`config.mk`:
```
export PLATFORM = sky130hd
export DESIGN_NAME = hedios_uart_rx
export DESIGN_NICKNAME = d
export VERILOG_FILES = /design/src/rtl/hedios_uart_rx.sv
export SDC_FILE = /design/constraint.sdc
export NUM_CORES = 1
export LEC_CHECK = 0
export ABC_AREA = 1
export CAP_MARGIN = 20
export CORE_MARGIN = 4
export CORE_UTILIZATION = 55
export DETAILED_ROUTE_END_ITERATION = 8
export PLACE_DENSITY = 0.77
export SETUP_SLACK_MARGIN = 0.5
export SYNTH_ARGS = -nofsm -noshare
export SYNTH_HDL_FRONTEND = slang
export SYNTH_SLANG_ARGS = --single-unit
export TNS_END_PERCENT = 10
```
`constraint.sdc`:
```
create_clock -name clk -period 1.8 [get_ports clk]
set_input_delay 0.45 -clock clk [delete_from_list [all_inputs] [get_ports clk]]
set_output_delay 0.45 -clock clk [all_outputs]
set_load 0.05 [all_outputs]
```
`src/rtl/hedios_uart_rx.sv`:
```
// hedios_uart_rx: 8N1 UART receiver with a line synchroniser, mid-bit sampling,
// stop-bit check and a one-byte holding register on a valid/ready handshake.
// Framing and overrun errors are reported as single-cycle pulses.
module hedios_uart_rx #(
  parameter int CLK_RATE    = 100_000_000,
  parameter int BAUD_RATE   = 1_000_000,
  parameter int SYNC_STAGES = 2
) (
  input  logic       clk,
  input  logic       rst_n,
  input  logic       rx_line,
  output logic [7:0] data,
  output logic       valid,
  input  logic       ready,
  output logic       frame_err,
  output logic       overrun,
  output logic       busy
);

  localparam int CLKS_PER_BIT = CLK_RATE / BAUD_RATE;
  localparam int HALF         = CLKS_PER_BIT / 2;
  localparam int CNT_W        = $clog2(CLKS_PER_BIT);

  localparam logic [CNT_W-1:0] HALF_M1 = CNT_W'(HALF - 1);
  localparam logic [CNT_W-1:0] BIT_M1  = CNT_W'(CLKS_PER_BIT - 1);

  localparam logic [2:0] S_IDLE  = 3'd0;
  localparam logic [2:0] S_START = 3'd1;
  localparam logic [2:0] S_DATA  = 3'd2;
  localparam logic [2:0] S_STOP  = 3'd3;
  localparam logic [2:0] S_BREAK = 3'd4;

  // Too few clocks per bit leaves no room for a meaningful mid-bit sample.
  generate
    if (CLKS_PER_BIT < 4) begin : g_bad_rate
      $error("hedios_uart_rx: CLKS_PER_BIT must be at least 4");
    end
    if (SYNC_STAGES < 2) begin : g_bad_sync
      $error("hedios_uart_rx: SYNC_STAGES must be at least 2");
    end
  endgenerate

  logic [SYNC_STAGES-1:0] sync_q;
  logic                   rxs;
  logic [2:0]             state_q, state_d;
  logic [CNT_W-1:0]       cnt_q, cnt_d;
  logic [2:0]             bit_q, bit_d;
  logic [7:0]             shift_q, shift_d;
  logic                   done_q, done_d;
  logic                   ferr_q, ferr_d;
  logic [7:0]             data_q, data_d;
  logic                   valid_q, valid_d;
  logic                   ovr_q, ovr_d;

  assign rxs = sync_q[SYNC_STAGES-1];

  // Synchroniser chain, preset to idle-high so reset release cannot look like a start bit.
  always_ff @(posedge clk or negedge rst_n) begin
    if (!rst_n) begin
      sync_q <= '1;
    end else begin
      sync_q <= {sync_q[SYNC_STAGES-2:0], rx_line};
    end
  end

  // Frame FSM: start validation, data sampling, stop check and break wait.
  always_comb begin
    state_d = state_q;
    cnt_d   = cnt_q + CNT_W'(1);
    bit_d   = bit_q;
    shift_d = shift_q;
    done_d  = 1'b0;
    ferr_d  = 1'b0;
    case (state_q)
      S_IDLE: begin
        cnt_d = '0;
        if (!rxs) state_d = S_START;
      end
      S_START: begin
        if (cnt_q == HALF_M1) begin
          cnt_d = '0;
          bit_d = 3'd0;
          // A line that is high again at mid start bit was only a glitch.
          state_d = rxs ? S_IDLE : S_DATA;
        end
      end
      S_DATA: begin
        if (cnt_q == BIT_M1) begin
          cnt_d          = '0;
          shift_d[bit_q] = rxs;
          bit_d          = bit_q + 3'd1;
          if (bit_q == 3'd7) state_d = S_STOP;
        end
      end
      S_STOP: begin
        if (cnt_q == BIT_M1) begin
          cnt_d = '0;
          // Returning to IDLE mid stop bit lets a back-to-back start edge be caught.
          if (rxs) begin
            done_d  = 1'b1;
            state_d = S_IDLE;
          end else begin
            ferr_d  = 1'b1;
            state_d = S_BREAK;
          end
        end
      end
      S_BREAK: begin
        cnt_d = '0;
        if (rxs) state_d = S_IDLE;
      end
      default: begin
        cnt_d   = '0;
        state_d = S_IDLE;
      end
    endcase
  end

  // FSM and shift register state.
  always_ff @(posedge clk or negedge rst_n) begin
    if (!rst_n) begin
      state_q <= S_IDLE;
      cnt_q   <= '0;
      bit_q   <= 3'd0;
      shift_q <= 8'h00;
      done_q  <= 1'b0;
      ferr_q  <= 1'b0;
    end else begin
      state_q <= state_d;
      cnt_q   <= cnt_d;
      bit_q   <= bit_d;
      shift_q <= shift_d;
      done_q  <= done_d;
      ferr_q  <= ferr_d;
    end
  end

  // Holding register: load on delivery when free or being drained, else flag overrun.
  always_comb begin
    data_d  = data_q;
    valid_d = valid_q;
    ovr_d   = 1'b0;
    if (done_q) begin
      if (!valid_q || ready) begin
        data_d  = shift_q;
        valid_d = 1'b1;
      end else begin
        ovr_d = 1'b1;
      end
    end else if (valid_q && ready) begin
      valid_d = 1'b0;
    end
  end

  // Holding register and overrun pulse state.
  always_ff @(posedge clk or negedge rst_n) begin
    if (!rst_n) begin
      data_q  <= 8'h00;
      valid_q <= 1'b0;
      ovr_q   <= 1'b0;
    end else begin
      data_q  <= data_d;
      valid_q <= valid_d;
      ovr_q   <= ovr_d;
    end
  end

  assign data      = data_q;
  assign valid     = valid_q;
  assign frame_err = ferr_q;
  assign overrun   = ovr_q;
  assign busy      = (state_q != S_IDLE);

endmodule

```
==> impl_metrics.env <==
export IMPL_status="finished clean"
export IMPL_path_class="reg2out"
export IMPL_place_congestion=0.793
export IMPL_cp_arrival_ns=1.12
export IMPL_layout_commonest_cell="nand2_1"
export IMPL_io_buffer_count=15
export IMPL_seqPwrFrac=0.649
export IMPL_drc=0
export IMPL_fin_tns_setup_ns=0
export IMPL_cp_top_family="flip-flops"
export IMPL_clock_latency_ns=0.33
export IMPL_min_to="sync_q[1]"
export IMPL_ctsHoldBuffers=0
export IMPL_power_frac_clock=0.325
export IMPL_cp_num_buf_inv=1
export IMPL_clk_path_buf_depth=2
export IMPL_drt_iter0_markers=46
export IMPL_firstDrtPassIters=4
export IMPL_rsz0062_at_grt="true"
export IMPL_grtUsageTotal=0.197
export IMPL_synthTopCellsByArea="dfrtp_1 (52%), nand2_1 (11%), mux2_2 (5.6%)"
export IMPL_switching_power_mw=0.265
export IMPL_tightest_slew_ns=0.417
export IMPL_cp_startpoint="state_q[1]"
export IMPL_synth_mux_area_frac=0.0564
export IMPL_fin_crit_ns=1.57
export IMPL_ys_seq_elements=35
export IMPL_peakVddDrop_mv=0.674
export IMPL_post_route_util=0.719
export IMPL_gr_total_overflow=0
export IMPL_cp_slowest_cell="dfrtp_2"
export IMPL_powerDensity_nw_per_um2=615
export IMPL_num_io_pins=16
export IMPL_antenna_found_initial=0
export IMPL_skew_ns=0.00780
export IMPL_min_period_over_period=0.872
export IMPL_critPathMaxStageDelay_ns=0.44
export IMPL_netlist_area_sq_um=1600
export IMPL_start_util=0.579
export IMPL_num_vias=1230
export IMPL_die_y_microns=61.9
export IMPL_die_area_sq_um=3830
export IMPL_avgSynthCellArea_sq_um=9.45
export IMPL_yosys_area_share_simple=0.252
export IMPL_finalPower_mw=1.22
export IMPL_tritoncts="built"
export IMPL_num_rows=19
export IMPL_routedWlPerCell_microns=13.0
export IMPL_clkSinkCount=35
export IMPL_crit_path_start_kind="register"
export IMPL_required_ns=1.35
export IMPL_hold_viol_final=0
export IMPL_combPwrFrac=0.026
export IMPL_fillers=194
export IMPL_synthCells=169
export IMPL_yosysTopAreaCell="dfrtp_1"
export IMPL_max_slew_margin=0.721
export IMPL_final_cell_mix="nand2_1 (41), dfrtp_1 (30), buf_4 (23)"
export IMPL_numCtsBuffers=5
export IMPL_grt_max_degree=19
export IMPL_cts_root_buf="clkbuf_4"
export IMPL_setup_viol=0
export IMPL_hp_start="sync_q[0]"
export IMPL_synth_top_family_by_area="simple AND/OR/NAND/NOR gates"
export IMPL_synth_xor_area_frac=0.0164
export IMPL_synth_fa_ha_area_frac=0.0313
export IMPL_p_int_mw=0.955
export IMPL_synth_warnings=0
export IMPL_power_share_switching=0.217
export IMPL_grt_pass1_wl_microns=5440
export IMPL_routed_wirelength_microns=3060
export IMPL_ant_nets=0
export IMPL_drv_slew=0
export IMPL_yosysTopAreaCellShare=0.517
export IMPL_rr_startpoint="cnt_q[1]"
export IMPL_area_growth_pct=24.1
export IMPL_drt_vias_per_instance=5.21
export IMPL_end_kind="output pin"
export IMPL_synthesis_nets=177
export IMPL_synth_compound_area_frac=0.0368
export IMPL_hold_depth=0
export IMPL_crit_chain="nor2_4, nand2_2, buf_12"
export IMPL_dp_hpwl_microns=2040
export IMPL_grt_pass1_vias=1227
export IMPL_htree_num_levels=2
export IMPL_r2r_slack_ns=0.33
export IMPL_n_antenna_cell=0
export IMPL_nNetsFinal=212
export IMPL_power_leakage_nw=1.01
export IMPL_clkTransAtPathRegs_ns=0.09
export IMPL_fp_dieW_microns=61.9
export IMPL_reg2reg_depth=9
export IMPL_hold_path_class="reg2reg"
export IMPL_max_freq_ghz=0.637
export IMPL_coreArea_sq_um=2760
export IMPL_yosysSeqAreaShare=0.550
export IMPL_drive_gt1_frac=0.317
export IMPL_crit_path_max_fanout=2
export IMPL_r2r_end="shift_q[3]"
export IMPL_synth_distinct_cells=25
export IMPL_max_cap_violations=0
[worst reg2reg max path, delay by kind of cell (launching register included)]
family	cells	cell delay, ns
AOI/OAI and AO/OA	1	0.06
buffers and inverters	2	0.21
adders and majority gates	1	0.20
DFF	1	0.39
and+or+nand+nor	5	0.51
[worst max-delay path by stage]
stage | slack (ns) | endpoint | cells after the start
2_1_floorplan | 0.45 | shift_q[1] | 9
3_3_place_gp | 0.06 | data[3] | 5
3_5_place_dp | 0.04 | data[2] | 5
4_1_cts | 0.25 | busy | 3
5_1_grt | 0.18 | cnt_q[4] | 9
6_report | 0.23 | busy | 3
[synth_stat cells]
| master | number |
|---|---|
| nand2_1 | 45 |
| dfrtp_1 | 33 |
| inv_1 | 19 |
| nor2_1 | 16 |
| nand3_1 | 12 |
| mux2_2 | 8 |
| o21ai_1 | 7 |
| ha_1 | 4 |
| nand4_1 | 3 |
| dfstp_2 | 2 |
| nor2_2 | 2 |
| nor2_4 | 2 |
| nor3_1 | 2 |
| o21ai_0 | 2 |
| xor2_1 | 2 |
| a21oi_1 | 1 |
| a31o_1 | 1 |
| buf_2 | 1 |
| buf_6 | 1 |
| inv_2 | 1 |
| nand2_2 | 1 |
| nand3_4 | 1 |
| nor3_2 | 1 |
| nor3_4 | 1 |
| xnor2_1 | 1 |
[through the flow]
stage / setup slack, ns / instance area, sq um / std cells / hold slack [ns]
after floorplan: 0.447 / 1600 / 169 / 0.154
after global placement: 0.0634 / 1770 / 215 / 0.347
after detailed placement: 0.0414 / 1770 / 215 / 0.350
after CTS: 0.246 / 1970 / 235 / 0.364
after global routing: 0.183 / 1980 / 236 / 0.376
final: 0.230 / 1980 / 236 / 0.363
[sequential cells by signal, indices dropped and copies added (netlist names)]
signal,flops
overrun,1
state_q,3
valid,1
shift_q,8
sync_q,2
frame_err,1
cnt_q,7
bit_q,3
data,8
done_q,1
[layout make-up]
type,instances,area (sq um),share of cell area
flip-flops and latches,35,882,0.445
well taps,31,38.8,0.0196
clock buffers,8,48.8,0.0246
inverters,20,78.8,0.0397
multi-input cells,112,669,0.338
repair buffers,30,265,0.134
[power groups by stage]
| stage | logic, mW | registers (mW) | clock network, mW |
|---|---|---|---|
| 2_1_floorplan | 0.00545 | 0.806 | 0 |
| 3_3_place_gp | 0.0309 | 0.806 | 0 |
| 3_5_place_dp | 0.0321 | 0.806 | 0 |
| 4_1_cts | 0.0322 | 0.791 | 0.408 |
| 5_1_grt | 0.0359 | 0.793 | 0.450 |
| 6_report | 0.0316 | 0.792 | 0.397 |
[kinds of logic after synthesis]
family          after synthesis
simple gates                 86
compound gates               11
fa+ha+maj                     4
buf+inv                      22
flops                        35
mux                           8
xor+xnor                      3
[what timing repair did]
action | 4_1_cts | 5_1_grt
setup buffers | 12 | 1
setup endpoints to repair | 41 | 41
pin swaps | 4 | 1
resized for setup | 18 | 2
[layer usage]
metal,GRT usage,share of wire,vias to the layer above
li1,-,-,610
met1,0.248,0.43,573
met2,0.324,0.50,36
met5,0,0,-
met3,0.0558,0.050,11
met4,0.0758,0.023,0
Power figures use the tool's default switching activity.
